--- src/rtl/sync_fifo_prog_pkg.sv ---
// ============================================================================
// Module  : sync_fifo_prog_pkg
// Brief   : Shared defaults, read-mode encodings and helpers for sync_fifo_prog.
// Revision: 1.0 - initial release
// ============================================================================
`default_nettype none

package sync_fifo_prog_pkg;

    localparam int c_DEF_WIDTH      = 16;
    localparam int c_DEF_DEPTH      = 16;
    localparam int c_FIFO_MODE_STD  = 0;
    localparam int c_FIFO_MODE_FWFT = 1;

    typedef struct packed {
        logic full;
        logic empty;
        logic almost_full;
        logic almost_empty;
    } fifo_flags_t;

    // Pointer width shared with the dual-clock FIFO; never narrower than one bit.
    function automatic int fifo_ptr_width(input int depth);
        return (depth > 1) ? $clog2(depth) : 1;
    endfunction

    function automatic bit fifo_is_pow2(input int n);
        return (n > 0) && ((n & (n - 1)) == 0);
    endfunction

endpackage

`default_nettype wire

--- src/rtl/sync_fifo_prog_ram.sv ---
// ============================================================================
// Module  : fifo_ram
// Brief   : DEPTH x WIDTH storage, synchronous write port, asynchronous read.
// Revision: 1.0 - initial release
// ============================================================================
`default_nettype none

module fifo_ram #(
    parameter int WIDTH     = 16,
    parameter int DEPTH     = 16,
    parameter int PTR_WIDTH = 4
) (
    input  logic                 i_clk,
    input  logic                 i_wr_en,
    input  logic [PTR_WIDTH-1:0] i_waddr,
    input  logic [WIDTH-1:0]     i_wdata,
    input  logic [PTR_WIDTH-1:0] i_raddr,
    output logic [WIDTH-1:0]     o_rdata
);

    logic [WIDTH-1:0] r_mem [DEPTH];

    always_ff @(posedge i_clk) begin
        if (i_wr_en) begin
            r_mem[i_waddr] <= i_wdata;
        end
    end

    assign o_rdata = r_mem[i_raddr];

endmodule

`default_nettype wire

--- src/rtl/sync_fifo_prog.sv ---
// ============================================================================
// Module  : sync_fifo_prog
// Brief   : Single-clock FIFO with standard/FWFT read, programmable thresholds,
//           occupancy count, synchronous flush and rejected-access pulses.
// Revision: 1.0 - initial release
// ============================================================================
`default_nettype none

module sync_fifo_prog
    import sync_fifo_prog_pkg::*;
#(
    parameter int WIDTH     = c_DEF_WIDTH,
    parameter int DEPTH     = c_DEF_DEPTH,
    parameter int FWFT      = c_FIFO_MODE_STD,
    parameter int AF_THRESH = DEPTH - 2,
    parameter int AE_THRESH = 2,
    localparam int PTR_WIDTH = fifo_ptr_width(DEPTH)
) (
    input  logic                 clk_i,
    input  logic                 rst_i,
    input  logic                 flush_i,
    input  logic                 wr_en_i,
    input  logic [WIDTH-1:0]     wdata_i,
    input  logic                 rd_en_i,
    output logic [WIDTH-1:0]     rdata_o,
    output logic                 rvalid_o,
    output logic                 full_o,
    output logic                 empty_o,
    output logic                 almost_full_o,
    output logic                 almost_empty_o,
    output logic [PTR_WIDTH:0]   count_o,
    output logic                 wr_error_o,
    output logic                 rd_error_o
);

    localparam logic [PTR_WIDTH:0]   c_CNT_FULL = (PTR_WIDTH + 1)'(DEPTH);
    localparam logic [PTR_WIDTH:0]   c_CNT_AF   = (PTR_WIDTH + 1)'(AF_THRESH);
    localparam logic [PTR_WIDTH:0]   c_CNT_AE   = (PTR_WIDTH + 1)'(AE_THRESH);
    localparam logic [PTR_WIDTH:0]   c_CNT_ONE  = (PTR_WIDTH + 1)'(1);
    localparam logic [PTR_WIDTH-1:0] c_PTR_ONE  = PTR_WIDTH'(1);

    if (!fifo_is_pow2(DEPTH) || (DEPTH < 2)) begin : g_chk_depth
        $error("sync_fifo_prog: DEPTH=%0d must be a power of two >= 2", DEPTH);
    end
    if ((AF_THRESH < 1) || (AF_THRESH > DEPTH)) begin : g_chk_af
        $error("sync_fifo_prog: AF_THRESH=%0d out of range 1..%0d", AF_THRESH, DEPTH);
    end
    if ((AE_THRESH < 0) || (AE_THRESH >= AF_THRESH)) begin : g_chk_ae
        $error("sync_fifo_prog: AE_THRESH=%0d must be in 0..AF_THRESH-1", AE_THRESH);
    end
    if ((FWFT != c_FIFO_MODE_STD) && (FWFT != c_FIFO_MODE_FWFT)) begin : g_chk_mode
        $error("sync_fifo_prog: FWFT=%0d must be 0 or 1", FWFT);
    end

    logic [PTR_WIDTH-1:0] r_wr_ptr_q, w_wr_ptr_d;
    logic [PTR_WIDTH-1:0] r_rd_ptr_q, w_rd_ptr_d;
    logic [PTR_WIDTH:0]   r_count_q,  w_count_d;
    logic                 r_wr_err_q, w_wr_err_d;
    logic                 r_rd_err_q, w_rd_err_d;
    fifo_flags_t          w_flags;
    logic                 w_wr_acc;
    logic                 w_rd_acc;
    logic                 w_ram_we;
    logic [WIDTH-1:0]     w_ram_rdata;

    always_comb begin
        w_flags.full         = (r_count_q == c_CNT_FULL);
        w_flags.empty        = (r_count_q == '0);
        w_flags.almost_full  = (r_count_q >= c_CNT_AF);
        w_flags.almost_empty = (r_count_q <= c_CNT_AE);
    end

    // Acceptance depends only on the registered flags, so a full FIFO rejects a
    // write even when a read frees a slot in the same cycle (and vice versa).
    assign w_wr_acc = wr_en_i && !w_flags.full;
    assign w_rd_acc = rd_en_i && !w_flags.empty;
    assign w_ram_we = w_wr_acc && !flush_i && !rst_i;

    always_comb begin
        w_wr_ptr_d = r_wr_ptr_q;
        w_rd_ptr_d = r_rd_ptr_q;
        w_count_d  = r_count_q;
        w_wr_err_d = 1'b0;
        w_rd_err_d = 1'b0;
        if (flush_i) begin
            w_wr_ptr_d = '0;
            w_rd_ptr_d = '0;
            w_count_d  = '0;
        end else begin
            if (w_wr_acc) begin
                w_wr_ptr_d = r_wr_ptr_q + c_PTR_ONE;
            end
            if (w_rd_acc) begin
                w_rd_ptr_d = r_rd_ptr_q + c_PTR_ONE;
            end
            case ({w_wr_acc, w_rd_acc})
                2'b10:   w_count_d = r_count_q + c_CNT_ONE;
                2'b01:   w_count_d = r_count_q - c_CNT_ONE;
                default: w_count_d = r_count_q;
            endcase
            w_wr_err_d = wr_en_i && w_flags.full;
            w_rd_err_d = rd_en_i && w_flags.empty;
        end
    end

    always_ff @(posedge clk_i) begin
        if (rst_i) begin
            r_wr_ptr_q <= '0;
            r_rd_ptr_q <= '0;
            r_count_q  <= '0;
            r_wr_err_q <= 1'b0;
            r_rd_err_q <= 1'b0;
        end else begin
            r_wr_ptr_q <= w_wr_ptr_d;
            r_rd_ptr_q <= w_rd_ptr_d;
            r_count_q  <= w_count_d;
            r_wr_err_q <= w_wr_err_d;
            r_rd_err_q <= w_rd_err_d;
        end
    end

    fifo_ram #(
        .WIDTH     (WIDTH),
        .DEPTH     (DEPTH),
        .PTR_WIDTH (PTR_WIDTH)
    ) u_ram (
        .i_clk   (clk_i),
        .i_wr_en (w_ram_we),
        .i_waddr (r_wr_ptr_q),
        .i_wdata (wdata_i),
        .i_raddr (r_rd_ptr_q),
        .o_rdata (w_ram_rdata)
    );

    if (FWFT == c_FIFO_MODE_FWFT) begin : g_fwft
        assign rdata_o  = w_ram_rdata;
        assign rvalid_o = !w_flags.empty;
    end else begin : g_std
        logic [WIDTH-1:0] r_rdata_q, w_rdata_d;
        logic             r_rvalid_q, w_rvalid_d;

        always_comb begin
            w_rdata_d  = r_rdata_q;
            w_rvalid_d = 1'b0;
            if (!flush_i && w_rd_acc) begin
                w_rdata_d  = w_ram_rdata;
                w_rvalid_d = 1'b1;
            end
        end

        always_ff @(posedge clk_i) begin
            if (rst_i) begin
                r_rdata_q  <= '0;
                r_rvalid_q <= 1'b0;
            end else begin
                r_rdata_q  <= w_rdata_d;
                r_rvalid_q <= w_rvalid_d;
            end
        end

        assign rdata_o  = r_rdata_q;
        assign rvalid_o = r_rvalid_q;
    end

    assign full_o         = w_flags.full;
    assign empty_o        = w_flags.empty;
    assign almost_full_o  = w_flags.almost_full;
    assign almost_empty_o = w_flags.almost_empty;
    assign count_o        = r_count_q;
    assign wr_error_o     = r_wr_err_q;
    assign rd_error_o     = r_rd_err_q;

endmodule

`default_nettype wire

--- config.mk ---
export PLATFORM = sky130hd
export DESIGN_NAME = sync_fifo_prog
export DESIGN_NICKNAME = d
export VERILOG_FILES = /design/src/rtl/sync_fifo_prog_pkg.sv /design/src/rtl/sync_fifo_prog_ram.sv /design/src/rtl/sync_fifo_prog.sv
export SDC_FILE = /design/constraint.sdc
export NUM_CORES = 1
export LEC_CHECK = 0
export BUFFER_PORTS_ARGS = -buffer_cell sky130_fd_sc_hd__buf_2
export CORE_UTILIZATION = 45
export CTS_CLUSTER_SIZE = 30
export DETAILED_ROUTE_END_ITERATION = 8
export PLACE_DENSITY = 0.6
export SLEW_MARGIN = 40
export SYNTH_ARGS = -nofsm -noshare
export SYNTH_HDL_FRONTEND = slang
export SYNTH_SLANG_ARGS = --single-unit
--- constraint.sdc ---
create_clock -name clk_i -period 4.8 [get_ports clk_i]
set_input_delay 0.48 -clock clk_i [delete_from_list [all_inputs] [get_ports clk_i]]
set_output_delay 0.48 -clock clk_i [all_outputs]
set_load 0.01 [all_outputs]
Yosys cells after proc, flatten, opt, wreduce, memory -nomap -nowiden
Memory sizes are Yosys's and may differ from the RTL's. A register that Yosys moved wholly into a read port is not among the register bits.
Index checks and enable logic that the tools add are counted.

cells by class
  muxes and demuxes = 4
  reduce and logical (&&, ||, !) cells = 14
  equality and inequality tests = 3
  $add $sub $neg = 4
  magnitude comparators = 2

operators with widths
  cell                                                                                  number
  5-bit case mux with 2 select lines                                                    1
  4-bit by 1-bit adder with 4-bit output (second input constant)                        2
  1-bit logical AND                                                                     7
  5-bit by 1-bit adder with 5-bit output (second input constant)                        1
  5-bit == test (second input constant)                                                 1
  5-bit by 4-bit greater-or-equal comparator with 1-bit output (second input constant)  1
  5-bit by 2-bit <= comparator with 1-bit output (second input constant)                1
  5-bit zero test                                                                       1
  5-bit by 1-bit subtractor with 5-bit output (second input constant)                   1
  1-bit zero test                                                                       4
  1-bit 2-to-1 mux                                                                      3
  2-bit by 1-bit == test with 1-bit output (second input constant)                      1
  2-bit == test (second input constant)                                                 1
  2-bit nonzero test                                                                    1
  2-bit OR reduction                                                                    1

storage, ports and cells
  memories kept = 1
  flip-flop bits (word level) = 16
  word-level logic and storage cells = 34
  output and inout port bits = 28
  input bits = 21
  RAM bits = 256

memory list
  memory       words  bits a word  rd ports  clocked after memory_dff  write ports  RTL line                  text
  u_ram.r_mem  16     16           1         1                         1            sync_fifo_prog_ram.sv:21  logic [WIDTH-1:0] r_mem [DEPTH];

Longest topological paths before layout
  depth after elaboration = 7
  depth in mapped cells = 12
  mapped depth without buffers = 10

Hierarchy
A second synthesis with hierarchy kept.

second synthesis, totals
  cells, all modules = 586
  area, all modules = 11162.0 um^2

by module, submodules not included
  module          seq. area each (um^2)  times used  cells each  area an instance (um^2)
  fifo_ram        7687.4                 1           416         9723.1
  sync_fifo_prog  640.6                  1           170         1438.9

Least setup slack after synthesis
Ideal clock, no wire load.

  path type = register to register
  start = register r_count_q[0], in the netlist count_o[0]
  end = memory u_ram.r_mem[3][0], enable pin
  path buffers = 0
  period minus slack after synthesis = 2.825 ns
  required time = 4.391 ns
  arrival time = 2.415 ns
  cell stages (with the launch flop) = 5
  setup time = 0.409 ns
  slack = 1.975 ns
  cells stage by stage = dfxtp_1 -> nor4_4 -> a21oi_1 -> nand3_1 -> nor3_1

on the way
  cells in the longest elaborated chain, start to end = 7

ends and longest elaborated chain
  what                                    RTL line                  text
  start, declared                         sync_fifo_prog.sv:57      logic [PTR_WIDTH:0] r_count_q, w_count_d;
  start signal, assigned                  sync_fifo_prog.sv:116     r_count_q <= w_count_d;
  5-bit == test                           sync_fifo_prog.sv:67      w_flags.full = (r_count_q == c_CNT_FULL);
  1-bit zero test                         sync_fifo_prog.sv:75      assign w_wr_acc = wr_en_i && !w_flags.full;
  1-bit logical AND                       sync_fifo_prog.sv:75
  1-bit logical AND (2 in a row)          sync_fifo_prog.sv:77      assign w_ram_we = w_wr_acc && !flush_i && !rst_i;
  1-bit 2-to-1 mux                        sync_fifo_prog_ram.sv:24  if (i_wr_en) begin
  1-bit 2-to-1 mux (implied by the code)  sync_fifo_prog_ram.sv:25  r_mem[i_waddr] <= i_wdata;
  end, declared                           sync_fifo_prog_ram.sv:21

Every way passes these cells.

Worst setup path after layout
  start = register r_count_q[2], in the netlist count_o[2]
  end = register r_count_q[4], in the netlist count_o[4]

on the way
  cells in the longest elaborated chain, start to end = 5
  elaborated cells between the ends (all ways) = 12
  classes of those cells = add/sub: 2; eq/ne: 3; mux: 1; reduce/logical: 6

ends and longest elaborated chain
  what                                                                       RTL line                                    text
  5-bit == test or 5-bit zero test (tied branches)                           sync_fifo_prog.sv:67, sync_fifo_prog.sv:68
  1-bit zero test (on tied branches)                                         sync_fifo_prog.sv:75, sync_fifo_prog.sv:76
  1-bit logical AND (on tied branches)                                       sync_fifo_prog.sv:75, sync_fifo_prog.sv:76
  2-bit by 1-bit == test with 1-bit output or 2-bit == test (tied branches)  sync_fifo_prog.sv:96                        case ({w_wr_acc, w_rd_acc})
  5-bit case mux with 2 select lines or 2-bit nonzero test (tied branches)   --

Parallel ways exist; a longest one is shown, timed or not.
A chain may end at the register's enable or synchronous reset.

==> impl_table.tex <==
\begin{tabular}{lr}
\hline
Metric & Value \\
\hline
\multicolumn{2}{l}{\textbf{Status}} \\
Run status & complete, no violations \\
\multicolumn{2}{l}{\textbf{STA}} \\
Headroom to the max-slew limit & 0.513 \\
Timing-limited maximum frequency & 322 MHz \\
Clock Skews & 0.0109 ns \\
Final-report setup violation count & 0 \\
Sum of negative setup slack & 0 ns \\
Number of max-slew violations in the final report & 0 \\
Post-route worst hold slack & 0.257 ns \\
RSZ-0062 raised after global routing & no \\
Endpoints failing hold & 0 \\
Ratio of final minimum period to clock period & 0.647 \\
Transition time at the pin with the least slew margin & 0.731 ns \\
Final min period & 3.11 ns \\
\multicolumn{2}{l}{\textbf{Critical path}} \\
CP Capture Type & register \\
Endpoint of the worst-slack reg-to-reg timing path & count\_o[4]\$\_SDFFE\_PP0P\_ \\
Reg2reg path depth & 10 \\
Data arrival time of the critical path & 3.58 ns \\
Required time of the critical path & 5.27 ns \\
Startpoint type of the worst setup path & register \\
Launching instance or port of the critical path & count\_o[2]\$\_SDFFE\_PP0P\_ \\
Critical path fanouts, max & 13 \\
Worst Path Class, Setup & register to register \\
Worst R2R Start & count\_o[2]\$\_SDFFE\_PP0P\_ \\
Worst path cell trace & nor4\_4 -> a21oi\_1 -> inv\_1 -> ha\_1 -> xor2\_1 -> ha\_1 -> a21oi\_1 -> a221o\_1 -> a2111o\_1 -> nand4\_1 \\
Slowest cell on crit path & sky130\_fd\_sc\_hd\_\_dfxtp\_1 \\
Last element of the critical path & count\_o[4]\$\_SDFFE\_PP0P\_ \\
Largest stage delay on the critical path & 0.61 ns \\
Minimum setup slack among reg-to-reg paths & 1.69 ns \\
\multicolumn{2}{l}{\textbf{Logic synthesis}} \\
Dominant synthesized flop cell & sky130\_fd\_sc\_hd\_\_edfxtp\_1 \\
Leading post-synthesis cells by cell area & sky130\_fd\_sc\_hd\_\_edfxtp\_1 68\%, sky130\_fd\_sc\_hd\_\_mux4\_2 13\%, sky130\_fd\_sc\_hd\_\_dfxtp\_1 5.7\% \\
Post-synthesis average cell area & 20.1 sq um \\
Yosys warns & 0 \\
XOR/XNOR Fraction of Synth Area & 0.00699 \\
Top cells by count, synth & 256 x sky130\_fd\_sc\_hd\_\_edfxtp\_1, 64 x sky130\_fd\_sc\_hd\_\_mux4\_2, 40 x sky130\_fd\_sc\_hd\_\_nor2\_1 \\
Top-count cell post-synth & sky130\_fd\_sc\_hd\_\_edfxtp\_1 \\
Largest area contributor in the netlist & sky130\_fd\_sc\_hd\_\_edfxtp\_1 \\
Simple-gate share of the synthesized area & 0.0345 \\
Register bit total from synthesis & 288 \\
Combined area of all synthesized cells & 11300 sq um \\
Synth Area in Adders & 0.00999 \\
Mux share of post-synthesis cell area & 0.160 \\
Area share of the largest cell type after synthesis & 0.682 \\
Number of enable-type register cells in the synthesized netlist & 256 \\
Post-synth ARST share & 0 \\
Number of standard cells after synthesis & 561 \\
Share of synthesized area occupied by flip-flops and latches & 0.739 \\
Synthesized-area fraction occupied by ao, oa, aoi and oai cells & 0.0296 \\
Mapped Nets & 591 \\
Count of unique library cells instantiated by Yosys & 45 \\
Main combinational cell family by area after synthesis & multiplexers \\
\multicolumn{2}{l}{\textbf{Power and ir drop}} \\
PnR Total Power & 0.00498 W \\
PwrDens & 389 nW/um\^{}2 \\
Worst vdd ir & 0.295 mV \\
Leakage & 4.05 nW \\
\multicolumn{2}{l}{\textbf{Drt}} \\
Number of detailed-route iterations in the first pass & 5 \\
Total routed wirelength & 22600 um \\
Number of remaining DRC errors & 0 \\
Routed Antenna Nets & 0 \\
Via count & 5459 \\
Initial DRC count & 466 \\
Via density per instance & 5.69 \\
Drt wl/cell & 23.5 um \\
\multicolumn{2}{l}{\textbf{Final layout}} \\
Share of cells above drive strength 1 & 0.318 \\
Final cell utilization of the core & 0.523 \\
Net count reported at finish & 645 \\
Synth-to-layout area growth & 13.6\% \\
Filler cells & 1901 \\
ANT cells & 0 \\
Finished layout cell area & 12800 sq um \\
\multicolumn{2}{l}{\textbf{Clock tree}} \\
Clock edge transition at the registers on the reported setup and hold paths & 0.06 ns \\
Number of cells upsized or downsized after cts & 0 \\
Maximum clock insertion buffer count & 3 \\
Number of CTS-inserted buffers & 29 \\
Clock root buffer & sky130\_fd\_sc\_hd\_\_clkbuf\_16 \\
CTS sink count & 288 \\
Number of hold buffers added after cts & 0 \\
Worst skew pair latency & 0.53 ns \\
Buffers inserted during post-CTS setup optimization & 0 \\
Clock tree from TritonCTS & yes \\
Level count of the clock H-tree & 1 \\
\multicolumn{2}{l}{\textbf{Global routing}} \\
Remaining Overflow, GRT & 0 \\
Vias in the first global route & 5582 \\
Maximum number of pins on one net before global-route repair & 67 \\
Initial antenna violation count & 0 \\
GR Util All Layers & 0.183 \\
First-pass GRT wire length & 34900 um \\
\multicolumn{2}{l}{\textbf{Place}} \\
Global placer's final weighted congestion & 0.832 \\
Hpwl dp & 13600 um \\
Buffers added on ports & 48 \\
Post-detailed-placement cell area & 11900 sq um \\
\multicolumn{2}{l}{\textbf{Flow run}} \\
Max Cap Violations & 0 \\
\multicolumn{2}{l}{\textbf{Die}} \\
Effective utilization at floorplan & 0.461 \\
DIE AREA & 25700 sq um \\
X dimension of the die & 160 um \\
Num rows & 57 \\
Chip height & 160 um \\
Number of ports placed on the die boundary & 49 \\
Area of the core & 24500 sq um \\
\multicolumn{2}{l}{\textbf{Worst hold path}} \\
Tightest Hold Check Type & input port to register \\
\hline
\end{tabular}
-- worst max-delay path, delay by kind of cell (launching register included) --
kind	cells	cell delay, ns
compound gates	4	1.37
xor+xnor	1	0.20
fa+ha+maj	2	0.55
buf+inv	1	0.14
flops	1	0.61
simple gates	2	0.18
-- routing by layer --
metal / vias to the layer above / track usage / part of all wire
met5: - / 0 / 0
met4: 0 / 0.0541 / 0.022
met3: 34 / 0.0221 / 0.040
met2: 143 / 0.284 / 0.47
met1: 2874 / 0.272 / 0.47
li1: 2408 / - / -
-- registers in the layout, summed over array words and instances, names as in the netlist --
name,flops
rd_error_o,1
rdata_o,16
rvalid_o,1
r_wr_ptr_q,4
count_o,5
wr_error_o,1
r_rd_ptr_q,4
u_ram.r_mem,256
-- how the worst min path moves through the flow --
stage,end,slack (ns),depth (start not counted),startpoint
after floorplan,r_rd_ptr_q[3]$_SDFFE_PP0P_,0.49,2,r_rd_ptr_q[3]$_SDFFE_PP0P_
after detailed placement,rdata_o[6]$_SDFFE_PP0P_,0.47,1,rdata_o[6]$_SDFFE_PP0P_
after global routing,wr_error_o$_SDFF_PP0_,0.27,3,wr_en_i
final,wr_error_o$_SDFF_PP0_,0.26,3,wr_en_i
after CTS,wr_error_o$_SDFF_PP0_,0.23,3,wr_en_i
after global placement,rdata_o[7]$_SDFFE_PP0P_,0.47,1,rdata_o[7]$_SDFFE_PP0P_
-- where the power goes --
group | switching [W] | total [W] | internal, W | leakage, nW
registers | 0.0000163 | 0.00275 | 0.00274 | 2.56
clock network | 0.000881 | 0.00206 | 0.00118 | 0.426
logic | 0.0000998 | 0.000160 | 0.0000597 | 1.06
-- cells in the final DEF, fill, tap and decap left out, types with 12 or more instances in the layout --
master and n:
sky130_fd_sc_hd__a221o_1 18, sky130_fd_sc_hd__buf_2 48, sky130_fd_sc_hd__clkbuf_16 29, sky130_fd_sc_hd__dfxtp_1 29, sky130_fd_sc_hd__edfxtp_1 256, sky130_fd_sc_hd__mux2_2 16, sky130_fd_sc_hd__mux2i_1 18, sky130_fd_sc_hd__mux4_2 64
sky130_fd_sc_hd__nor2_1 28, sky130_fd_sc_hd__nor2_4 12
-- logic make-up after synthesis --
| kind of cell | count (synthesis) |
|---|---|
| buffers and inverters | 40 |
| adder cells (fa/ha/maj) | 9 |
| AO/OA/AOI/OAI | 38 |
| multiplexers | 98 |
| XOR/XNOR | 9 |
| flip-flops | 288 |
| AND/OR/NAND/NOR | 79 |
-- layout make-up --
class	count	area (sq um)	area share
Multi-Input combinational cell	233	2840	0.222
Clock inverter	13	96.3	0.00752
Tap cell	324	405	0.0317
Inverter	7	26.3	0.00205
Sequential cell	288	8340	0.651
Clock buffer	39	773	0.0604
Timing Repair Buffer	56	329	0.0257
-- metrics by stage --
step / std cells / setup slack [ns]
2_1_floorplan: 561 / 1.98
3_3_place_gp: 906 / 1.95
3_5_place_dp: 908 / 1.78
4_1_cts: 960 / 1.74
5_1_grt: 960 / 1.44
6_report: 960 / 1.69
Note: power is estimated with default switching activity, not from simulation.
